**src/rtl/uart_tx_gen2.sv**
```systemverilog
// uart_tx_gen2: framed UART transmitter with per-word config latched at acceptance.
// Define UART_TX_GEN2_FIFO_EN for a FIFO_DEPTH-entry input buffer; otherwise a single holding register.
module uart_tx_gen2 #(
    parameter int DATA_WIDTH = 8,
    parameter int FIFO_DEPTH = 4,
    parameter int PRESCALE_W = 8
) (
    input  logic                  CLK,
    input  logic                  RST,
    input  logic [DATA_WIDTH-1:0] P_DATA,
    input  logic                  Data_Valid,
    output logic                  Data_Ready,
    input  logic                  PAR_EN,
    input  logic                  PAR_TYP,
    input  logic                  STOP2,
    input  logic [PRESCALE_W-1:0] PRESCALE,
    output logic                  busy,
    output logic                  TX_OUT
);
    localparam int EW = DATA_WIDTH + 3 + PRESCALE_W;

    if (DATA_WIDTH < 5 || DATA_WIDTH > 9 || FIFO_DEPTH < 2 || (FIFO_DEPTH & (FIFO_DEPTH - 1)) != 0) begin : g_bad_params
        $error("uart_tx_gen2: illegal DATA_WIDTH or FIFO_DEPTH");
    end

    typedef enum logic [2:0] {IDLE, START, DATA, PARITY, STOP} state_t;

    state_t                  r_state;
    logic [PRESCALE_W-1:0]   r_cnt, r_pre;
    logic [DATA_WIDTH-1:0]   r_shift;
    logic [3:0]              r_bit;
    logic                    r_par_en, r_par, r_stop2, r_stop_n;
    logic [EW-1:0]           w_in, w_head;
    logic [PRESCALE_W-1:0]   w_pre_in;
    logic                    w_pend, w_push, w_pop, w_last, w_stop_done;

    // Buffer entry: {prescale, stop2, par_typ, par_en, data}
    assign w_in        = {PRESCALE, STOP2, PAR_TYP, PAR_EN, P_DATA};
    assign w_pre_in    = w_head[EW-1 -: PRESCALE_W];
    assign w_push      = Data_Valid && Data_Ready;
    assign w_last      = r_cnt == r_pre - 1'b1;
    assign w_stop_done = r_state == STOP && w_last && !(r_stop2 && !r_stop_n);
    assign w_pop       = w_pend && (r_state == IDLE || w_stop_done);

`ifdef UART_TX_GEN2_FIFO_EN
    localparam int AW = $clog2(FIFO_DEPTH);

    logic [EW-1:0] r_mem [FIFO_DEPTH];
    logic [AW-1:0] r_wp, r_rp;
    logic [AW:0]   r_fill;

    assign Data_Ready = r_fill != (AW+1)'(FIFO_DEPTH);
    assign w_pend     = r_fill != '0;
    assign w_head     = r_mem[r_rp];

    always_ff @(posedge CLK) begin
        if (w_push) r_mem[r_wp] <= w_in;
    end

    always_ff @(posedge CLK or posedge RST) begin
        if (RST) begin
            r_wp   <= '0;
            r_rp   <= '0;
            r_fill <= '0;
        end else begin
            r_wp   <= r_wp + AW'(w_push);
            r_rp   <= r_rp + AW'(w_pop);
            r_fill <= r_fill + (AW+1)'(w_push) - (AW+1)'(w_pop);
        end
    end
`else
    logic [EW-1:0] r_hold;
    logic          r_pend;

    assign Data_Ready = r_state == IDLE && !r_pend;
    assign w_pend     = r_pend;
    assign w_head     = r_hold;

    always_ff @(posedge CLK or posedge RST) begin
        if (RST) begin
            r_hold <= '0;
            r_pend <= 1'b0;
        end else if (w_push) begin
            r_hold <= w_in;
            r_pend <= 1'b1;
        end else if (w_pop) begin
            r_pend <= 1'b0;
        end
    end
`endif

    always_ff @(posedge CLK or posedge RST) begin
        if (RST) begin
            r_state  <= IDLE;
            TX_OUT   <= 1'b1;
            busy     <= 1'b0;
            r_cnt    <= '0;
            r_pre    <= '0;
            r_shift  <= '0;
            r_bit    <= '0;
            r_par_en <= 1'b0;
            r_par    <= 1'b0;
            r_stop2  <= 1'b0;
            r_stop_n <= 1'b0;
        end else begin
            r_cnt <= w_last ? '0 : r_cnt + 1'b1;
            if (w_pop) begin
                r_shift  <= w_head[DATA_WIDTH-1:0];
                r_par_en <= w_head[DATA_WIDTH];
                r_par    <= ^w_head[DATA_WIDTH-1:0] ^ w_head[DATA_WIDTH+1];
                r_stop2  <= w_head[DATA_WIDTH+2];
                r_pre    <= (w_pre_in == '0) ? PRESCALE_W'(1) : w_pre_in;
                r_cnt    <= '0;
                r_state  <= START;
                TX_OUT   <= 1'b0;
                busy     <= 1'b1;
            end else begin
                case (r_state)
                    IDLE: r_cnt <= '0;
                    START: if (w_last) begin
                        r_state <= DATA;
                        r_bit   <= '0;
                        TX_OUT  <= r_shift[0];
                    end
                    DATA: if (w_last) begin
                        r_shift <= r_shift >> 1;
                        if (r_bit == 4'(DATA_WIDTH - 1)) begin
                            r_state  <= r_par_en ? PARITY : STOP;
                            TX_OUT   <= r_par_en ? r_par : 1'b1;
                            r_stop_n <= 1'b0;
                        end else begin
                            r_bit  <= r_bit + 1'b1;
                            TX_OUT <= r_shift[1];
                        end
                    end
                    PARITY: if (w_last) begin
                        r_state  <= STOP;
                        TX_OUT   <= 1'b1;
                        r_stop_n <= 1'b0;
                    end
                    STOP: if (w_last) begin
                        if (r_stop2 && !r_stop_n) r_stop_n <= 1'b1;
                        else begin
                            r_state <= IDLE;
                            busy    <= 1'b0;
                        end
                    end
                    default: r_state <= IDLE;
                endcase
            end
        end
    end
endmodule

```
**config.mk**
```make
export PLATFORM = sky130hd
export DESIGN_NAME = uart_tx_gen2
export DESIGN_NICKNAME = d
export VERILOG_FILES = /design/src/rtl/uart_tx_gen2.sv
export SDC_FILE = /design/constraint.sdc
export NUM_CORES = 1
export LEC_CHECK = 0
export BUFFER_PORTS_ARGS = -buffer_cell sky130_fd_sc_hd__buf_2
export CAP_MARGIN = 20
export CORE_ASPECT_RATIO = 1.25
export CORE_UTILIZATION = 35
export DETAILED_ROUTE_END_ITERATION = 8
export PLACE_DENSITY = 0.55
export SYNTH_ARGS = -nofsm -noshare
export SYNTH_HDL_FRONTEND = slang
export SYNTH_SLANG_ARGS = --single-unit
```
**constraint.sdc**
```tcl
create_clock -name CLK -period 2.9 [get_ports CLK]
set_input_delay 0.435 -clock CLK [delete_from_list [all_inputs] [get_ports CLK]]
set_output_delay 0.435 -clock CLK [all_outputs]
set_load 0.05 [all_outputs]
```
==> metrics.md, run 1 <==
| Metric | Value |
|---|---|
| Outcome | finished, violations left |
| Failing checks | DRC |
| Fraction of registers with async set/reset | 1.000 |
| Worst path required time | 3160 ps |
| CP startpoint | r_pre[2] |
| Mapped Area | 2967 µm² |
| Number of synthesized flops with an enable pin | 0 |
| Clock sinks | 57 |
| Vias in the first global route | 2189 |
| Post-synthesis cell type with the largest combined area | dfrtp_1 |
| IO Count | 25 |
| Largest net degree at the start of global routing | 48 |
| Synth Flop Type | dfrtp_1 |
| H-tree levels | 3 |
| Post-CTS setup buffer count | 0 |
| Unique masters post-synth | 53 |
| Final hold vios | 0 |
| 1st-iter DRT viols | 130 |
| # hold bufs at CTS | 0 |
| Area Growth Syn to Fin | 15.56% |
| CP dominant cell by count | buf_4 |
| Most instantiated library cell after synthesis | dfrtp_1 |
| DIE HEIGHT | 104.9 µm |
| Post-Synthesis Cells | 268 |
| Arr. time, crit path | 2790 ps |
| IO buf count | 24 |
| P per Cell Area | around 1100 nW/µm² |
| Hold WC Path Type | in -> async |
| Die X | 84.35 µm |
| CP delay by family, top | simple AND/OR/NAND/NOR gates |
| Worst-Margin Slew | about 550 ps |
| Crit path largest cell delay | 450 ps |
| All-Layer GR Usage | 0.1523 |
| Leakage | between 0.001 and 0.0015 µW |
| Syn avg cell area | 11.07 µm² |
| Root Buffer | clkbuf_8 |
| Crit Path Class | reg -> reg |
| 1st-pass router iterations | 6 |
| N_diodes | 0 |
| CTS tree | yes |
| Worst vdd ir | 0.6279 mV |
| Worst R2R Start | r_pre[2] |
| Initial antenna violation count | 0 |
| Top cells by area, synth | dfrtp_1 47%, mux2_2 8.4%, xnor2_1 3.8%, mux2_4 3.5%, o21ai_0 3.2% |
| Per-cell routed wire length | 14.85 µm |
| Fmax | 0.3959 GHz |
| Final setup vio count | 0 |
| Antenna-violating nets left | 0 |
| Period utilisation layout | 0.8711 |
| Crit end category | flip-flop |
| Setup TNS | 0 ps |
| Maxcap violations | 0 |
| Share of the synthesized area in the top cell type | 0.4724 |
| Reg-to-reg endpoint | r_cnt[5] |
| Share of cells above drive strength 1 | 0.3046 |
| Cts bufs inserted | 9 |
| Total number of vias | 2089 |
| Final HPWL DP | 4084 µm |
| Crit Path Max Fanout | 21 |
| Clk slew on worst S/H paths | about 70 ps |
| # rows | 37 |
| Unrepaired setup endpoints after global routing | no |
| Vias per cell | roughly 5.2 |
| Seq/Total Area, Yosys | 0.4812 |
| CTS Buffer Depth | 2 |
| Filler instances | 822 |
| Tmin final | between 2000 and 3000 ps |
| Syn_nets | 293 |
| Synth warnings | 0 |
| Routability cong. | slightly below 0.8 |
| Multi-input logic area | 1409 µm² |
| #FFs+latches synth | 57 |
| Relative slew slack | 0.6346 |
| Reg area | 1428 µm² |
| Startpoint Class | flip-flop |
| Initial Util | 0.3600 |
| Grt ovf | 0 |
| Synth top cells by count | 56 x dfrtp_1, 22 x mux2_2, 19 x o21ai_0, 17 x nor2_1, 13 x xnor2_1 |
| Clock skew | 5.752 ps |
| R2R setup slack | 370 ps |
| Critical-path cell list | or3_4 -> or4_1 -> a41o_1 -> nand4_2 -> buf_4 -> buf_4 -> nand2b_1 -> nor2_1 |
| Final nets | between 300 and 400 |
| Worst R2R Path Depth | 8 |
| Later-pin clock latency in the skew report | 340 ps |
| Final wirelength | 5925 µm |
| Fin. max-slew vios | 0 |
| Global-route wire length before repair | 10430 µm |
| Final Util | 0.4160 |
| # DRC | 2 |
| Die area | 8850 µm² |
| Core footprint | between 8000 and 9000 µm² |
| CP max stage cell | dfrtp_1 |
| Crit path buffers/inverters | 2 |
| Post-CTS Resized | 0 |
-- cells in the final DEF (no fill, tap or decap), types with 4 or more instances in the layout --
master     count
nor3_1         4
nor2_1        17
a21oi_1        7
xnor2_1       13
buf_2         24
dfrtp_1       56
mux2_2        22
mux2_4         7
o21ai_0       19
nand3_1        7
xor2_1         9
buf_4          8
nand2_1        9
nor4_1         4
a22oi_1        6
a2bb2oi_1      6
mux2i_1        4
inv_1         10
clkbuf_8      11
-- area by class of cell --
cell class                      instances  area share
Inverter                               11     0.01204
Sequential cell                        57      0.4164
Timing Repair Buffer                   33     0.05839
Clock inverter                          5     0.02263
Multi-Input combinational cell        185      0.4109
Clock buffer                           11     0.04416
Tap cell                               97     0.03540
-- worst reg2reg max path, cell delays in order, from the launching register on --
cell,delay (ps)
dfrtp_1,450
or3_4,430
or4_1,400
a41o_1,260
nand4_2,110
buf_4,190
buf_4,250
nand2b_1,220
nor2_1,150
-- registers in the layout (all words and copies together) (netlist names) --
name	cells
r_par	1
r_cnt	8
r_stop2	1
busy	1
r_shift	8
r_bit	4
r_stop_n	1
r_pend	1
r_par_en	1
r_pre	8
TX_OUT	1
r_hold	19
r_state	3
-- metal layers --
metal | part of all wire | GRT usage | vias up | wire length (µm)
li1 | - | - | 1015 | -
met5 | 0 | 0 | - | 0
met1 | 0.45 | 0.1859 | 1025 | 2694
met4 | 0.025 | 0.08111 | 0 | 150
met3 | 0.026 | 0.03318 | 14 | 153
met2 | 0.49 | 0.2512 | 35 | 2926
-- where the power goes --
group | internal, µW | switching, µW
clock network | 527 | 317
registers | 1140 | 367
logic | 721 | 669
total | 2390 | 1350
-- logic make-up (layout without fill, tap and decap cells) --
kind of cell             after synthesis  count (layout)  share of synthesized area
multiplexers                          33              33                     0.1324
buffers and inverters                 26              60                    0.04597
AO/OA/AOI/OAI                         59              59                     0.1358
adder cells (fa/ha/maj)                3               3                    0.01265
AND/OR/NAND/NOR                       68              68                     0.1270
flip-flops                            57              57                     0.4812
XOR/XNOR                              22              22                    0.06495
-- worst max path at each step --
stage / to / slack (ps) / cells after the start
2_1_floorplan: r_hold[10] / 460 / 5
3_3_place_gp: r_state[0] / 430 / 8
3_5_place_dp: r_cnt[5] / 370 / 8
4_1_cts: r_cnt[5] / 340 / 8
5_1_grt: r_cnt[6] / 150 / 8
6_report: r_cnt[5] / 370 / 8
-- metrics by stage --
step | power (µW) | instances | hold slack, ps | setup slack (ps) | instance area (µm²)
after floorplan | 2624 | 268 | 470.2 | 461.0 | 2973
after global placement | 2901 | 382 | 481.3 | 428.5 | 3179
after detailed placement | 2925 | 382 | 486.6 | 370.4 | 3179
after CTS | 3797 | 398 | 308.3 | 344.3 | 3408
after global routing | 4029 | 399 | 56.43 | 145.9 | 3428
final | 3744 | 399 | 41.84 | 373.9 | 3428
Power figures use the tool's default switching activity.
==> run 2, diff against run 1 <==
Settings changed: CORE_UTILIZATION 35 to 55, PLACE_DENSITY 0.55 to 0.78.
==> run 2 against run 1 <==
Against the previous run:
- cell area down 3.1%
- register-to-register slack worse by 50 ps
- total power down 2.6%
- largest power group unchanged
- via count up 1.1%
- setup slack worse by 49 ps
- wire length down 3.2%
- largest cell class unchanged
- critical path type unchanged
- worst hold slack better by 25 ps
- the flow now finishes without violations
==> metrics.md, run 2 (synthesis results as in run 1) <==
| Metric | Value |
|---|---|
| Post-route cell area | 3323 µm² (was 3428 µm²) |
| Die area | 5693 µm² (was 8850 µm²) |
| Worst R2R Start | r_pre[2] (unchanged) |
| Sw Ratio | 0.3703 (was 0.3613) |
| Multi-input logic area | 1409 µm² (unchanged) |
| Largest net degree at the start of global routing | 32 (was 48) |
| CTS tree | yes (unchanged) |
| Clock group share of total power | 0.206 (was 0.225) |
| Biggest register | r_hold (unchanged) |
| Critical Path Sink | TX_OUT (was r_cnt[5]) |
| Relative slew slack | 0.4137 (was 0.6346) |
| CTS Buffer Depth | 2 (unchanged) |
| Initial antenna violation count | 0 (unchanged) |
| Fin. max-slew vios | 0 (unchanged) |
| Global-route wire length before repair | 9873 µm (was 10430 µm) |
| N_diodes | 0 (unchanged) |
| Routability cong. | 0.9094 (was 0.7771) |
| Post-CTS Resized | 0 (unchanged) |
| Clock skew | 7.957 ps (was 5.752 ps) |
| Reg-to-reg endpoint | TX_OUT (was r_cnt[5]) |
| Final setup vio count | 0 (unchanged) |
| Post-CTS setup buffer count | 0 (unchanged) |
| IO Count | 25 (unchanged) |
| Leakage | 0.001423 µW (was 0.001448 µW) |
| H-tree levels | 3 (unchanged) |
| Core footprint | 5116 µm² (was 8240 µm²) |
| Worst vdd ir | 0.8338 mV (was 0.6279 mV) |
| Crit Path Class | reg -> reg (unchanged) |
| Filler instances | 407 (was 822) |
| # hold bufs at CTS | 0 (unchanged) |
| Area after DPL | 3128 µm² (was 3179 µm²) |
| Worst path required time | 3160 ps (about the same) |
| 1st-pass router iterations | 4 (was 6) |
| P per Cell Area | 1097 nW/µm² (was 1092 nW/µm²) |
| Most common cell after layout, fill and taps aside | dfrtp_1 (unchanged) |
| Internal power | 2297 µW (was 2392 µW) |
| Later-pin clock latency in the skew report | 340 ps (about the same) |
| Initial Util | 0.5798 (was 0.3600) |
| Net switching power of the design | 1350 µW (was 1353 µW) |
| Final nets | 320 (was 322) |
| Final wirelength | 5737 µm (was 5925 µm) |
| Period utilisation layout | 0.8878 (was 0.8711) |
| Root Buffer | clkbuf_8 (unchanged) |
| Total number of vias | 2111 (was 2089) |
| Tmin final | 2575 ps (was 2526 ps) |
| Grt ovf | 0 (unchanged) |
| # DRC | 0 (was 2) |
| Cts bufs inserted | 9 (unchanged) |
| Worst R2R Path Depth | 7 (was 8) |
| Maxcap violations | 0 (unchanged) |
| Most frequent cells in the layout | 56 x dfrtp_1, 24 x buf_2, 22 x mux2_2 (unchanged) |
| Pwr Total | 3647 µW (was 3744 µW) |
| Clk slew on worst S/H paths | 70 ps (about the same) |
| Die X | 67.69 µm (was 84.35 µm) |
| Area Growth Syn to Fin | 12.02% (was 15.56%) |
| Startpoint Class | flip-flop (unchanged) |
| Crit Path Max Fanout | 31 (was 21) |
| IO buf count | 24 (unchanged) |
| Outcome | finished, final reports clean (was finished, violations left) |
| CP startpoint | r_pre[2] (unchanged) |
| Arr. time, crit path | 2840 ps (was 2790 ps) |
| Share of cells above drive strength 1 | 0.2943 (was 0.3046) |
| Antenna-violating nets left | 0 (unchanged) |
| Largest register FFs | 19 (unchanged) |
| R2R setup slack | 330 ps (was 370 ps) |
| Reg area | 1428 µm² (unchanged) |
| Worst-Margin Slew | 877.3 ps (was 546.1 ps) |
| DIE HEIGHT | 84.11 µm (was 104.9 µm) |
| # rows | 29 (was 37) |
| Vias in the first global route | 2148 (was 2189) |
| Final HPWL DP | 3990 µm (was 4084 µm) |
| Clock sinks | 57 (unchanged) |
| Fmax | 0.3884 GHz (was 0.3959 GHz) |
| Setup TNS | 0 ps (unchanged) |
| Vias per cell | 5.848 (was 5.236) |
| 1st-iter DRT viols | 106 (was 130) |
| Final hold vios | 0 (unchanged) |
| Unrepaired setup endpoints after global routing | no (unchanged) |
| Per-cell routed wire length | 15.89 µm (was 14.85 µm) |
| Logic pwr share | 0.378 (was 0.371) |
| All-Layer GR Usage | 0.2388 (was 0.1523) |
| Crit end category | flip-flop (unchanged) |
| Hold WC Path Type | in -> async (unchanged) |
| Seq pwr share | 0.416 (was 0.403) |
-- run 2: how the worst min path moves through the flow --
stage / depth (start not counted) / slack [ps] / start / endpoint
detailed placement: 2 / 440 / RST / r_pre[3]
finish: 2 / 70 / RST / r_pre[3]
floorplan: 2 / 470 / r_stop_n / r_stop_n
global placement: 2 / 430 / RST / r_pre[3]
CTS: 2 / 70 / RST / r_hold[12]
global route: 2 / 80 / RST / busy
-- run 2: cell type report --
cell class                 instances  share of cell area
inverter                          11             0.01242
clock inverter                     3             0.01205
multi-input combinational        185              0.4239
timing repair buffer              31             0.05196
tap                               62             0.02334
clock buffer                      12             0.04669
sequential                        57              0.4296
-- run 2: routing by layer --
| layer | GRT usage | part of all wire | vias up |
|---|---|---|---|
| li1 | - | - | 1014 |
| met1 | 0.2922 | 0.42 | 1040 |
| met2 | 0.3735 | 0.51 | 43 |
| met3 | 0.07923 | 0.036 | 14 |
| met4 | 0.1103 | 0.026 | 0 |
| met5 | 0 | 0 | - |
-- run 2: stage by stage --
step | setup slack [ps] | util | hold slack (ps) | cells
floorplan | 461.0 | - | 470.2 | 268
global placement | 362.1 | 0.6114 | 425.8 | 346
detailed placement | 355.1 | 0.6114 | 435.0 | 346
CTS | 304.5 | 0.6495 | 67.52 | 361
global route | 200.7 | 0.6495 | 83.13 | 361
finish | 325.3 | 0.6495 | 67.18 | 361
-- run 2: power groups by stage --
stage | clock network [µW] | registers [µW] | logic (µW)
2_1_floorplan | 0 | 1430 | 1200
3_3_place_gp | 0 | 1510 | 1350
3_5_place_dp | 0 | 1530 | 1380
4_1_cts | 766 | 1520 | 1390
5_1_grt | 798 | 1570 | 1540
6_report | 753 | 1520 | 1380
-- run 2: critical path, stage by stage, from the launching register on --
cell and delay, ps:
dfrtp_1 460, or3_4 430, or2_0 230, o311ai_2 290, nand4_2 150, buf_4 270
or4_1 490, a21oi_1 170
==> run 3, diff against run 2 <==
Settings changed: BUFFER_PORTS_ARGS -buffer_cell sky130_fd_sc_hd__buf_2 to -buffer_cell sky130_fd_sc_hd__clkbuf_2.
==> run 3 against run 2 <==
Against the previous run:
- sequential power about the same
- first-iteration DRC count decreased by 36%
- worst hold slack better by 11 ps
- critical path depth unchanged
- clock-buffer cell count decreased by 1
- non-clock buffer count unchanged
- sequential share of layout area is 0.13 points lower
- die area is the same
- critical path type unchanged
- largest power group unchanged
==> metrics.md, run 3 (synthesis results as in run 1) <==
| Metric | Value |
|---|---|
| # hold bufs at CTS | 0 (unchanged) |
| Arr. time, crit path | 2820 ps (was 2840 ps) |
| Global-route wire length before repair | 9922 µm (was 9873 µm) |
| Cts bufs inserted | 9 (unchanged) |
| Final nets | 320 (unchanged) |
| Crit Path Max Fanout | 7 (was 31) |
| Internal power | 2300 µW (was 2297 µW) |
| P per Cell Area | 1095 nW/µm² (was 1097 nW/µm²) |
| Crit Path Class | reg -> reg (unchanged) |
| Clock group share of total power | 0.207 (was 0.206) |
| Grt ovf | 0 (unchanged) |
| Filler instances | 393 (was 407) |
| Vias in the first global route | 2180 (was 2148) |
| Period utilisation layout | 0.8949 (was 0.8878) |
| Hold WC Path Type | in -> async (unchanged) |
| Reg-to-reg endpoint | r_par_en (was TX_OUT) |
| Post-CTS setup buffer count | 0 (unchanged) |
| CTS tree | yes (unchanged) |
| Vias per cell | 5.754 (was 5.848) |
| Unrepaired setup endpoints after global routing | no (unchanged) |
| Crit path buffers/inverters | 1 (unchanged) |
| 1st-pass router iterations | 4 (unchanged) |
| Final hold vios | 0 (unchanged) |
| Final wirelength | 5668 µm (was 5737 µm) |
| Net switching power of the design | 1349 µW (was 1350 µW) |
| Startpoint Class | flip-flop (unchanged) |
| Largest net degree at the start of global routing | 38 (was 32) |
| Logic pwr share | 0.380 (was 0.378) |
| Maxcap violations | 0 (unchanged) |
| Biggest register | r_hold (unchanged) |
| Seq pwr share | 0.413 (was 0.416) |
| Final setup vio count | 0 (unchanged) |
| Largest register FFs | 19 (unchanged) |
| Relative slew slack | 0.3761 (was 0.4137) |
| H-tree levels | 3 (unchanged) |
| Antenna-violating nets left | 0 (unchanged) |
| All-Layer GR Usage | 0.2366 (was 0.2388) |
| Die area | 5693 µm² (unchanged) |
| Critical-path cell list | or3_4 -> or2_0 -> o311ai_2 -> nand4_2 -> o21ai_2 -> buf_4 -> mux2_2 (was or3_4 -> or2_0 -> o311ai_2 -> nand4_2 -> buf_4 -> or4_1 -> a21oi_1) |
| Routability cong. | 0.8720 (was 0.9094) |
| CP delay by family, top | simple AND/OR/NAND/NOR gates (unchanged) |
| Die X | 67.69 µm (unchanged) |
| Tmin final | 2595 ps (was 2575 ps) |
| IO Count | 25 (unchanged) |
| Fin. max-slew vios | 0 (unchanged) |
| CP max stage cell | dfrtp_1 (was or4_1) |
| Worst-Margin Slew | 933.5 ps (was 877.3 ps) |
| Post-CTS Resized | 0 (unchanged) |
| Initial antenna violation count | 0 (unchanged) |
| Initial Util | 0.5798 (unchanged) |
| Critical Path Sink | r_par_en (was TX_OUT) |
| Later-pin clock latency in the skew report | 340 ps (about the same) |
| Worst path depth | 7 (unchanged) |
| Core footprint | 5116 µm² (unchanged) |
| Sw Ratio | 0.3698 (was 0.3703) |
| 1st-iter DRT viols | 68 (was 106) |
| Final HPWL DP | 3998 µm (was 3990 µm) |
| Outcome | finished, final reports clean (unchanged) |
| N_diodes | 0 (unchanged) |
| Per-cell routed wire length | 15.66 µm (was 15.89 µm) |
| Root Buffer | clkbuf_8 (unchanged) |
| Total number of vias | 2083 (was 2111) |
| # DRC | 0 (unchanged) |
| Setup TNS | 0 ps (unchanged) |
| Clock skew | 9.866 ps (was 7.957 ps) |
| Most frequent cells in the layout | 56 x dfrtp_1, 24 x clkbuf_2, 22 x mux2_2 (was 56 x dfrtp_1, 24 x buf_2, 22 x mux2_2) |
| Clk slew on worst S/H paths | 70 ps (about the same) |
| Crit end category | flip-flop (unchanged) |
| Area Growth Syn to Fin | 12.36% (was 12.02%) |
| IO buf count | 24 (unchanged) |
| Share of cells above drive strength 1 | 0.3000 (was 0.2943) |
| Worst R2R Path Depth | 7 (unchanged) |
| Clock sinks | 57 (unchanged) |
| CTS Buffer Depth | 2 (unchanged) |
| Area after DPL | 3128 µm² (unchanged) |
| R2R setup slack | 300 ps (was 330 ps) |
| Worst path required time | 3130 ps (was 3160 ps) |
| DIE HEIGHT | 84.11 µm (unchanged) |
| Most common cell after layout, fill and taps aside | dfrtp_1 (unchanged) |
| Post-route cell area | 3333 µm² (was 3323 µm²) |
| Worst R2R Start | r_pre[2] (unchanged) |
| Worst vdd ir | 0.6579 mV (was 0.8338 mV) |
| # rows | 29 (unchanged) |
| CP startpoint | r_pre[2] (unchanged) |
| Leakage | 0.001435 µW (was 0.001423 µW) |
| Crit path largest cell delay | 460 ps (was 490 ps) |
| Fmax | 0.3853 GHz (was 0.3884 GHz) |
==> run 3: cell count changes in the layout (fill, tap and decap cells not counted), sizes merged <==
cell | before | now
buf | 31 | 7
clkbuf | 12 | 35
clkinv | 2 | 4
==> run 3: area by class of cell <==
type,count,area [µm²],area share
Sequential cell,57,1428,0.4283
Multi-Input combinational cell,185,1409,0.4227
Timing Repair Buffer,31,172.7,0.05180
Clock buffer,11,151.4,0.04542
Tap cell,62,77.57,0.02327
Clock inverter,5,53.80,0.01614
Inverter,11,41.29,0.01239
==> run 3: stage by stage <==
step | total power (µW) | instances | utilization | worst slack [ps] | hold WS (ps)
after floorplan | 2624 | 268 | - | 461.0 | 470.2
after global placement | 2854 | 346 | 0.6114 | 365.1 | 448.1
after detailed placement | 2910 | 346 | 0.6114 | 347.3 | 448.3
after CTS | 3686 | 362 | 0.6515 | 296.5 | 76.45
after global routing | 3906 | 362 | 0.6515 | 161.9 | 132.8
final | 3649 | 362 | 0.6515 | 304.7 | 78.07
==> run 3: per-layer routing <==
layer,GRT usage,vias to the layer above,routed length (µm)
li1,-,1020,-
met1,0.2921,1018,2419
met2,0.3825,31,2948
met3,0.06011,14,155
met4,0.1025,0,144
met5,0,-,0
==> run 3: how the worst min path moves through the flow <==
stage	start	end	slack, ps	cells after the start
finish	RST	r_pre[5]	80	2
CTS	RST	r_pre[5]	80	2
global route	RST	r_pre[5]	130	2
floorplan	r_stop_n	r_stop_n	470	2
global placement	RST	r_pre[5]	450	2
detailed placement	RST	r_pre[4]	450	2
==> run 3: power by group through the flow <==
stage | logic, µW | clock network (µW) | registers (µW)
global route | 1560 | 793 | 1560
global placement | 1350 | 0 | 1510
finish | 1390 | 756 | 1510
floorplan | 1200 | 0 | 1430
CTS | 1400 | 774 | 1510
detailed placement | 1390 | 0 | 1520
